<file path="src/rtl/defines.v">
// Shared register-file write-port encodings used across the pipeline.
`ifndef WB_DEFINES_V
`define WB_DEFINES_V

`define REG_WRITE_ENABLE 1'b1
`define ZERO_WORD        32'h0000_0000

`endif

</file>
<file path="src/rtl/writeback_arbiter_pkg.sv">
// Package for the writeback arbiter: field widths, grant selector type and
// a helper that turns a destination register into a busy-mask bit.
package writeback_arbiter_pkg;

    localparam int unsigned REG_ADDR_W = 5;
    localparam int unsigned DATA_W     = 32;
    localparam int unsigned NUM_REGS   = 32;

    typedef enum logic [1:0] {
        GRANT_NONE,
        GRANT_ALU,
        GRANT_FIFO
    } grant_t;

    // One-hot of a destination register; x0 never marks anything busy.
    function automatic logic [NUM_REGS-1:0] rd_onehot(input logic [REG_ADDR_W-1:0] rd);
        logic [NUM_REGS-1:0] mask;
        mask = '0;
        if (rd != '0) begin
            mask[rd] = 1'b1;
        end
        return mask;
    endfunction

endpackage

</file>
<file path="src/rtl/writeback_arbiter_wb_fifo.sv">
// wb_fifo: in-order buffer of long-latency writeback results (rd, data).
// Ports:
//   i_clock, i_reset          clock, synchronous active-high reset
//   i_push, i_push_rd/_data   enqueue (ignored when full)
//   i_pop                     dequeue head (ignored when empty)
//   o_full, o_empty, o_count  occupancy from registered state
//   o_head_rd, o_head_data    oldest entry
//   o_entry_valid, o_entry_rd per-slot occupancy and destination, for the busy mask
module wb_fifo
    import writeback_arbiter_pkg::*;
#(
    parameter int unsigned DEPTH = 2,
    localparam int unsigned PTR_W = (DEPTH > 1) ? $clog2(DEPTH) : 1,
    localparam int unsigned CNT_W = PTR_W + 1
) (
    input  logic                                 i_clock,
    input  logic                                 i_reset,
    input  logic                                 i_push,
    input  logic [REG_ADDR_W-1:0]                i_push_rd,
    input  logic [DATA_W-1:0]                    i_push_data,
    input  logic                                 i_pop,
    output logic                                 o_full,
    output logic                                 o_empty,
    output logic [CNT_W-1:0]                     o_count,
    output logic [REG_ADDR_W-1:0]                o_head_rd,
    output logic [DATA_W-1:0]                    o_head_data,
    output logic [DEPTH-1:0]                     o_entry_valid,
    output logic [DEPTH-1:0][REG_ADDR_W-1:0]     o_entry_rd
);

    logic [REG_ADDR_W-1:0] rd_mem   [DEPTH];
    logic [DATA_W-1:0]     data_mem [DEPTH];
    logic [DEPTH-1:0]      slot_valid;
    logic [PTR_W-1:0]      wr_ptr;
    logic [PTR_W-1:0]      rd_ptr;
    logic [CNT_W-1:0]      count;
    logic                  push_ok;
    logic                  pop_ok;

    assign o_full  = (count == CNT_W'(DEPTH));
    assign o_empty = (count == '0);
    assign push_ok = i_push && !o_full;
    assign pop_ok  = i_pop && !o_empty;

    // Power-of-two depth: pointers wrap by natural overflow.
    always_ff @(posedge i_clock) begin
        if (i_reset) begin
            wr_ptr     <= '0;
            rd_ptr     <= '0;
            count      <= '0;
            slot_valid <= '0;
        end else begin
            if (push_ok) begin
                slot_valid[wr_ptr] <= 1'b1;
                wr_ptr             <= wr_ptr + 1'b1;
            end
            if (pop_ok) begin
                slot_valid[rd_ptr] <= 1'b0;
                rd_ptr             <= rd_ptr + 1'b1;
            end
            case ({push_ok, pop_ok})
                2'b10:   count <= count + 1'b1;
                2'b01:   count <= count - 1'b1;
                default: count <= count;
            endcase
        end
    end

    always_ff @(posedge i_clock) begin
        if (push_ok) begin
            rd_mem[wr_ptr]   <= i_push_rd;
            data_mem[wr_ptr] <= i_push_data;
        end
    end

    assign o_count       = count;
    assign o_head_rd     = rd_mem[rd_ptr];
    assign o_head_data   = data_mem[rd_ptr];
    assign o_entry_valid = slot_valid;

    always_comb begin
        o_entry_rd = '0;
        for (int unsigned i = 0; i < DEPTH; i++) begin
            o_entry_rd[i] = rd_mem[i];
        end
    end

endmodule

</file>
<file path="src/rtl/writeback_arbiter.sv">
// writeback_arbiter: shares the single register-file write port between the
// single-cycle ALU path and buffered long-latency (LSU/muldiv) results.
// ALU has priority unless the FIFO head has waited STARVE_LIMIT cycles.
// Ports:
//   i_clock, i_reset                      clock, synchronous active-high reset
//   i_alu_valid/_rd/_data, o_alu_stall    ALU result; stall means hold request
//   i_lsu_valid/_rd/_data, o_lsu_ready    LSU result handshake into the FIFO
//   o_readwrite/o_writereg/o_writedata    registered register-file write port
//   o_busy_mask                           registers with a buffered write pending
`include "defines.v"

module writeback_arbiter
    import writeback_arbiter_pkg::*;
#(
    parameter int unsigned FIFO_DEPTH   = 2,
    parameter int unsigned STARVE_LIMIT = 4
) (
    input  logic                  i_clock,
    input  logic                  i_reset,
    input  logic                  i_alu_valid,
    input  logic [REG_ADDR_W-1:0] i_alu_rd,
    input  logic [DATA_W-1:0]     i_alu_data,
    input  logic                  i_lsu_valid,
    output logic                  o_lsu_ready,
    input  logic [REG_ADDR_W-1:0] i_lsu_rd,
    input  logic [DATA_W-1:0]     i_lsu_data,
    output logic                  o_alu_stall,
    output logic                  o_readwrite,
    output logic [REG_ADDR_W-1:0] o_writereg,
    output logic [DATA_W-1:0]     o_writedata,
    output logic [NUM_REGS-1:0]   o_busy_mask
);

    localparam int unsigned PTR_W = (FIFO_DEPTH > 1) ? $clog2(FIFO_DEPTH) : 1;
    localparam int unsigned CNT_W = PTR_W + 1;
    localparam int unsigned STV_W = $clog2(STARVE_LIMIT + 1);

    logic                                  fifo_full;
    logic                                  fifo_empty;
    logic [CNT_W-1:0]                      fifo_count;
    logic [REG_ADDR_W-1:0]                 head_rd;
    logic [DATA_W-1:0]                     head_data;
    logic [FIFO_DEPTH-1:0]                 entry_valid;
    logic [FIFO_DEPTH-1:0][REG_ADDR_W-1:0] entry_rd;
    logic                                  push;
    logic                                  pop;
    logic                                  starved;
    logic [STV_W-1:0]                      starve_cnt;
    grant_t                                grant;
    logic [NUM_REGS-1:0]                   pending_mask;

    // Ready depends only on registered occupancy: a full FIFO never takes a
    // push even when its head is popped in the same cycle.
    assign o_lsu_ready = !i_reset && (fifo_count < CNT_W'(FIFO_DEPTH));
    assign push        = i_lsu_valid && o_lsu_ready && !fifo_full;
    assign starved     = !fifo_empty && (starve_cnt == STV_W'(STARVE_LIMIT));

    always_comb begin
        grant = GRANT_NONE;
        if (!i_reset) begin
            if (starved) begin
                grant = GRANT_FIFO;
            end else if (i_alu_valid) begin
                grant = GRANT_ALU;
            end else if (!fifo_empty) begin
                grant = GRANT_FIFO;
            end
        end
    end

    assign pop         = (grant == GRANT_FIFO);
    assign o_alu_stall = !i_reset && i_alu_valid && starved;

    wb_fifo #(
        .DEPTH (FIFO_DEPTH)
    ) u_fifo (
        .i_clock       (i_clock),
        .i_reset       (i_reset),
        .i_push        (push),
        .i_push_rd     (i_lsu_rd),
        .i_push_data   (i_lsu_data),
        .i_pop         (pop),
        .o_full        (fifo_full),
        .o_empty       (fifo_empty),
        .o_count       (fifo_count),
        .o_head_rd     (head_rd),
        .o_head_data   (head_data),
        .o_entry_valid (entry_valid),
        .o_entry_rd    (entry_rd)
    );

    // Counts cycles the current head has been passed over; restarts per head.
    always_ff @(posedge i_clock) begin
        if (i_reset) begin
            starve_cnt <= '0;
        end else if (pop || fifo_empty) begin
            starve_cnt <= '0;
        end else if (starve_cnt != STV_W'(STARVE_LIMIT)) begin
            starve_cnt <= starve_cnt + 1'b1;
        end
    end

    // Writes to x0 still consume their source but never enable the port.
    always_ff @(posedge i_clock) begin
        if (i_reset) begin
            o_readwrite <= ~(`REG_WRITE_ENABLE);
            o_writereg  <= '0;
            o_writedata <= `ZERO_WORD;
        end else begin
            case (grant)
                GRANT_ALU: begin
                    o_readwrite <= (i_alu_rd != '0) ? `REG_WRITE_ENABLE : ~(`REG_WRITE_ENABLE);
                    o_writereg  <= i_alu_rd;
                    o_writedata <= i_alu_data;
                end
                GRANT_FIFO: begin
                    o_readwrite <= (head_rd != '0) ? `REG_WRITE_ENABLE : ~(`REG_WRITE_ENABLE);
                    o_writereg  <= head_rd;
                    o_writedata <= head_data;
                end
                default: begin
                    o_readwrite <= ~(`REG_WRITE_ENABLE);
                end
            endcase
        end
    end

    always_comb begin
        pending_mask = '0;
        for (int unsigned i = 0; i < FIFO_DEPTH; i++) begin
            if (entry_valid[i]) begin
                pending_mask = pending_mask | rd_onehot(entry_rd[i]);
            end
        end
    end

    assign o_busy_mask = i_reset ? '0 : pending_mask;

endmodule

</file>
<file path="config.mk">
export PLATFORM = sky130hd
export DESIGN_NAME = writeback_arbiter
export DESIGN_NICKNAME = d
export VERILOG_FILES = /design/src/rtl/writeback_arbiter_pkg.sv /design/src/rtl/writeback_arbiter_wb_fifo.sv /design/src/rtl/writeback_arbiter.sv
export VERILOG_INCLUDE_DIRS = /design/src /design/src/rtl
export SDC_FILE = /design/constraint.sdc
export NUM_CORES = 1
export LEC_CHECK = 0
export BUFFER_PORTS_ARGS = -buffer_cell sky130_fd_sc_hd__buf_2
export CAP_MARGIN = 10
export CORE_ASPECT_RATIO = 0.7
export CORE_MARGIN = 2
export CORE_UTILIZATION = 30
export CTS_BUF_LIST = sky130_fd_sc_hd__clkbuf_2 sky130_fd_sc_hd__clkbuf_4 sky130_fd_sc_hd__clkbuf_8
export DETAILED_ROUTE_END_ITERATION = 10
export PLACE_DENSITY_LB_ADDON = 0.12
export SLEW_MARGIN = 30
export SYNTH_ARGS = -nofsm -noshare
export SYNTH_HDL_FRONTEND = slang
export SYNTH_SLANG_ARGS = --single-unit
</file>
<file path="constraint.sdc">
create_clock -name i_clock -period 15.95 [get_ports i_clock]
set_clock_uncertainty 0.1 [all_clocks]
set_input_delay 0 -clock i_clock [delete_from_list [all_inputs] [get_ports i_clock]]
set_output_delay 0 -clock i_clock [all_outputs]
set_load 0.005 [all_outputs]
</file>
Word-level counts from Yosys, hierarchy flattened:

Memories as Yosys holds them, arrays and structs flattened. A register that Yosys moved wholly into a read port is not among the register bits.
Index checks and enable logic that the tools add are counted.

* $add $sub $neg: 5
* order comparisons: 9
* equal/unequal tests: 7
* mux-type cells: 33
* bitwise gates (word level): 4
* reduce and logical (&&, ||, !) cells: 24

Operator list (number)
* $mux 32: 6
* $pmux 32 s2: 1
* $or 32x32->32: 1
* $reduce_bool 5->1: 4
* $mux 2: 7
* $logic_and 1x1->1: 12
* $lt 5x6->1 const B: 2
* $mux 1: 12
* $demux 1 s5: 2
* $ge 5x1->1 const B: 2
* $pmux 5 s2: 1
* $eq 2x2->1 const B: 3
* $eq 2x1->1 const B: 2
* $lt 1x2->1 const B: 2
* $pmux 2 s2: 1
* $reduce_bool 2->1: 2
* $add 3x1->3 const B: 1
* $eq 3x3->1 const B: 1
* $logic_not 1->1: 3
* $ne 3x3->1 const B: 1
* $add 1x1->1 const B: 2
* $add 2x1->2 const B: 1
* $and 2x2->2: 1
* $demux 1 s1: 2
* 9 further kinds: 10

* register bits: 47
* bits in writable memories: 74
* output and inout bits: 72
* memories: 2

Memories
* u_fifo.data_mem: words 2, width 32, rd ports 1, clocked after Yosys merged registers in 1, wr ports 1, line writeback_arbiter_wb_fifo.sv:32 `logic [DATA_W-1:0] data_mem [DEPTH];`
* u_fifo.rd_mem: words 2, width 5, rd ports 3, clocked after Yosys merged registers in 1, wr ports 1, line writeback_arbiter_wb_fifo.sv:31 `logic [REG_ADDR_W-1:0] rd_mem [DEPTH];`

Longest topological paths before layout:

* depth in word-level cells: 9
* gate-level depth with buffers: 14
* gate-level depth less buffers: 12

Modules after synthesis:

Synthesis repeated with hierarchy kept, for this count alone.

* cell total of the unflattened synthesis: 440
* area total of the unflattened synthesis: 5574.1 µm²

Modules (own cells, without submodules)
* wb_fifo: instances 1, cells each 148, area each 2962.8 µm², seq. area each 2362.3 µm²
* writeback_arbiter: instances 1, cells each 292, area each 2611.3 µm², seq. area each 820.8 µm²

Least setup slack after synthesis:

Ideal clock, no wire load.

* path kind: flip-flop to flip-flop
* start: register u_fifo.count[1], in the netlist u_fifo.o_count[1]
* end: memory u_fifo.data_mem[0][0], enable pin
* setup time: 542 ps
* arrival time: 4350 ps
* path slack: 10958 ps
* cell stages (with the launch flop): 2
* period minus slack after synthesis: 4992 ps
* cell sequence: dfxtp_1 -> nor4b_1

* cells in the longest elaborated chain, start to end: 7
* elaborated cells between the ends (all ways): 9

Ends and longest elaborated chain
* from (decl): line writeback_arbiter_wb_fifo.sv:36 `logic [CNT_W-1:0] count;`
* from (signal assigned): line writeback_arbiter_wb_fifo.sv:62 `2'b10: count <= count + 1'b1;`
* from (signal assigned): line writeback_arbiter_wb_fifo.sv:63 `2'b01: count <= count - 1'b1;`
* from (signal assigned): line writeback_arbiter_wb_fifo.sv:64 `default: count <= count;`
* $lt 2x2->1: line writeback_arbiter.sv:54 `assign o_lsu_ready = !i_reset && (fifo_count < CNT_W'(FIFO_DEPTH));`
* $logic_and 1x1->1: line writeback_arbiter.sv:54
* $logic_and 1x1->1 (2 in series): line writeback_arbiter.sv:55 `assign push = i_lsu_valid && o_lsu_ready && !fifo_full;`
* $logic_and 1x1->1 *: line writeback_arbiter_wb_fifo.sv:42 `assign push_ok = i_push && !o_full;`
* $mux 1 *: line writeback_arbiter_wb_fifo.sv:70 `if (push_ok) begin`
* $mux 1 (not written as such) *: line writeback_arbiter_wb_fifo.sv:72 `data_mem[wr_ptr] <= i_push_data;`
* to (decl): line writeback_arbiter_wb_fifo.sv:32

Every way passes the cells marked *; elsewhere a longest branch is shown, timed or not.

Final worst setup path:

* start: register starve_cnt[0]
* end: register o_readwrite

* cells in the longest elaborated chain, start to end: 6
* elaborated cells between the ends (all ways): 7

Ends and longest elaborated chain
* from (decl): line writeback_arbiter.sv:48 `logic [STV_W-1:0] starve_cnt;`
* from (signal assigned): line writeback_arbiter.sv:99 `starve_cnt <= starve_cnt + 1'b1;`
* $eq 3x3->1 *: line writeback_arbiter.sv:56 `assign starved = !fifo_empty && (starve_cnt == STV_W'(STARVE_LIMIT));`
* $logic_and 1x1->1 *: line writeback_arbiter.sv:56
* $mux 2 *: line writeback_arbiter.sv:61 `if (starved) begin`
* $mux 2 *: line writeback_arbiter.sv:60 `if (!i_reset) begin`
* $eq 2x2->1 / $eq 2x1->1 (equally long branches): line writeback_arbiter.sv:110 `case (grant)`
* $pmux 1 s2 *: line writeback_arbiter.sv:110
* to (signal assigned): line writeback_arbiter.sv:106 `` o_readwrite <= ~(`REG_WRITE_ENABLE); ``
* to (signal assigned): line writeback_arbiter.sv:112 `` o_readwrite <= (i_alu_rd != '0) ? `REG_WRITE_ENABLE : ~(`REG_WRITE_ENABLE); ``
* to (signal assigned): line writeback_arbiter.sv:117 `` o_readwrite <= (head_rd != '0) ? `REG_WRITE_ENABLE : ~(`REG_WRITE_ENABLE); ``
* to (decl): line writeback_arbiter.sv:28 `output logic o_readwrite,`

Marked as above.
A chain may end at the register's enable or synchronous reset.

==> results by group <==
Global route
  • Pin count of the biggest net entering global routing: 86
  • Antenna violations before repair: 0
  • Wire length of the first global-routing pass: 23200 microns
  • Vias in the first global route: 4428
  • Global route total overflow: 0
  • Overall fraction of global-route tracks in use: 0.149

Detailed routing
  • Antenna Violating Nets Remaining: 0
  • Average detailed-routed wire length per instance: 15.6 microns
  • Routed Wire Length: 14800 microns
  • Number of DRC violations after detailed-routing iteration 0: 264
  • Number of design rule violations left after detail routing: 0
  • Total via count after detailed routing: 4495
  • DRT Pass-1 Iters: 5
  • Vias/cell: 4.75

Clock tree
  • Post-CTS setup buffer count: 0
  • Max clock buf depth: 2
  • Worst-skew pair later-pin latency: 0.43 ns
  • Root buffer selected by CTS: clkbuf_8
  • Clock tree from TritonCTS: yes
  • CTS HTree Levels: 4
  • CTS sink count: 122
  • Number of buffers created by CTS: 17
  • Clock-pin transition on the worst setup and hold timing paths: 0.08 ns

Floorplanning
  • Cell Rows: 41
  • Initial Util: 0.307
  • Core area: 18100 sq um
  • Number of ports placed on the die boundary: 150
  • Chip height: between 100 and 150 microns
  • Die area: 19600 sq um
  • Horizontal die dimension: 166 microns

Setup path
  • Kind of end point of the critical path: flip-flop
  • Critical path fanouts, max: 75
  • CP Data Arrival Time: between 3 and 4 ns
  • Launching element type of the critical path: flip-flop
  • Number of cells on the worst reg-to-reg path: 11
  • R2R setup slack: around 13 ns
  • Data required time at the worst endpoint: 16.16 ns
  • Endpoint of the worst setup timing path: o_readwrite$_SDFF_PP0_
  • Terminus of the critical flop-to-flop path: o_readwrite$_SDFF_PP0_
  • Kind of critical path: reg2reg
  • Worst flop-to-flop path startpoint: starve_cnt[0]$_SDFFE_PP0P_
  • Start point of the critical path: starve_cnt[0]$_SDFFE_PP0P_

Synthesis
  • Total nets after synthesis: 575
  • Count leader, synth: nor2_1
  • Cells after synthesis: 492
  • Yosys Warn Count: 0
  • Number of enable-type register cells in the synthesized netlist: 74
  • FF+latch count, synth: 122
  • Netlist area before placement: 5540 sq um
  • Fraction of the yosys area taken by sequential cells: 0.574
  • Top cell type by total area after synthesis: edfxtp_1
  • Cell variety after synth: 39
  • Post-Syn Area per Cell: around 11 sq um
  • Most used flip-flop cell after synthesis: edfxtp_1
  • Synth top area cells: edfxtp_1 40%, dfxtp_1 17%, mux2i_1 6.9%, a211o_1 6.0%, nor2_1 5.2%
  • Asr flop ratio synth: 0
  • Top post-synthesis cells by count: 77 x nor2_1, 74 x edfxtp_1, 48 x dfxtp_1
  • Area share of the largest cell type after synthesis: 0.401

Cells and area
  • # nets final: 780
  • Area delta synth->final: 35.0%
  • Finished Cell Area: 7480 sq um
  • Count of inserted antenna diode cells: 0
  • Fraction of layout cells with a size suffix above 1: 0.270
  • Post-route core utilization: 0.414

STA
  • Setup ws final: 12.72 ns
  • Minimum clock period after layout: 3.23 ns
  • Setup violations, final: 0
  • Final clock period utilization by the worst path: 0.203
  • Final hold violations: 0
  • RSZ-0062 raised after global routing: no
  • Slew HR: 0.380
  • Timing-limited maximum frequency: 309 MHz
  • Worst Max-Slew Pin Slew: 0.931 ns
  • Summed negative setup slack over all endpoints: 0 ns
  • Final Max Slew Viols: 0

Place
  • Instance area after placement: 6340 sq um
  • Setup slack at placement: around 13 ns
  • HPWL reported at the end of detailed placement: 9400 microns
  • Number of port buffers: 148
  • Weighted congestion at the end of routability-driven global placement: 0.745

Pwr
  • Power density over cell area: around 94 nW/um^2
  • Switching Fraction: 0.264
  • Share of power burned in combinational logic: 0.112
  • Cell leakage power: between 2 and 3 nW
  • Share of power burned in the clock network: 0.378
  • Max IR drop VDD: approximately 0.045 mV
  • Cell internal pwr: 0.000517 W
  • Sequential share of power: 0.510
  • P_sw: 0.000186 W

Min path
  • Number of cells on the worst hold path: 3
  • Path class of the lowest-slack min-delay path: in2reg
  • Worst hold path startpoint: i_reset

Run
  • Max-Cap Viols: 0

Run status
  • Result of the run: finished clean
## area by class of cell
| cell class | count | area, sq um |
|---|---|---|
| fillers | 1747 | 10600 |
| flip-flops and latches | 122 | 3180 |
| multi-input cells | 320 | 2050 |
| repair buffers | 230 | 1550 |
| well taps | 236 | 295 |
| clock buffers | 18 | 241 |
| clock inverters | 14 | 138 |
| inverters | 6 | 22.5 |
## registers in the layout, summed over array words and instances, names as in the netlist, 2 cells and up, named ones only
signal	cells
u_fifo.data_mem	64
o_writedata	32
u_fifo.rd_mem	10
o_writereg	5
starve_cnt	3
u_fifo.o_count	2
u_fifo.o_entry_valid	2
## metrics by stage
step                power, W  instances  hold slack [ns]
global placement    0.000429        838           0.0885
global route        0.000738        946            0.158
finish              0.000703        946            0.184
detailed placement  0.000431        838           0.0917
CTS                 0.000714        946            0.155
floorplan           0.000403        492         -0.00113
## metal layers
layer / vias up / GRT usage / part of all wire
li1: 2209 / - / -
met5: - / 0 / 0
met2: 116 / 0.229 / 0.45
met4: 0 / 0.0480 / 0.013
met1: 2158 / 0.206 / 0.49
met3: 12 / 0.0397 / 0.045
## power groups by stage
stage	registers [W]	clock network (W)	logic (W)
CTS	0.000359	0.000276	0.0000791
detailed placement	0.000366	0	0.0000647
global placement	0.000366	0	0.0000630
floorplan	0.000364	0	0.0000393
finish	0.000359	0.000266	0.0000785
global route	0.000361	0.000290	0.0000874
## worst max-delay path, cell delays in order (launching register included)
cell           delay [ns]
dfxtp_1              0.39
inv_1                0.07
ha_1                 0.20
nand2_1              0.17
a211o_1              0.18
inv_1                0.05
ha_2                 0.30
buf_4                0.57
nor2_1               0.14
o311a_1              0.16
dlygate4sd3_1        0.55
a31o_1               0.18
## cell usage in the layout, fill, tap and decap left out, types with 4 or more instances in the layout
cell type        n
nand2_1         38
buf_4            6
nor4_1           4
dfxtp_1         47
inv_6            5
nor3_1           4
a211o_1         38
mux2i_1         38
nor3b_1          8
inv_1            6
a22oi_1         31
clkbuf_8        17
and3b_1         10
a21oi_1         38
and3_1           4
nor2_1          77
dlygate4sd3_1   76
ha_1             4
buf_2          148
edfxtp_1        74
o21ai_0          4
## how the worst min path moves through the flow
| stage | to | slack (ns) |
|---|---|---|
| 2_1_floorplan | u_fifo.data_mem[0][0]$_DFFE_PP_ | -0.001 |
| 3_3_place_gp | u_fifo.data_mem[1][24]$_DFFE_PP_ | 0.09 |
| 3_5_place_dp | u_fifo.data_mem[0][0]$_DFFE_PP_ | 0.09 |
| 4_1_cts | u_fifo.data_mem[0][6]$_DFFE_PP_ | 0.15 |
| 5_1_grt | u_fifo.data_mem[0][7]$_DFFE_PP_ | 0.16 |
| 6_report | u_fifo.wr_ptr$_SDFFE_PP0P_ | 0.18 |
## what timing repair did
item                                    4_1_cts  5_1_grt
endpoints found under the setup margin        0        0
hold endpoints to repair                    114        0
resized for setup                             0        0
hold buffers                                 76        0
## cells by family after synthesis
logic type      Yosys count  share of synthesized area
other cells               1                   0.000677
mux                      38                     0.0686
flops                   122                      0.574
compound gates          116                      0.147
simple gates            155                      0.132
buf+inv                  50                     0.0573
fa+ha+maj                 5                     0.0113
xor+xnor                  5                    0.00790
Power figures use the tool's default switching activity.
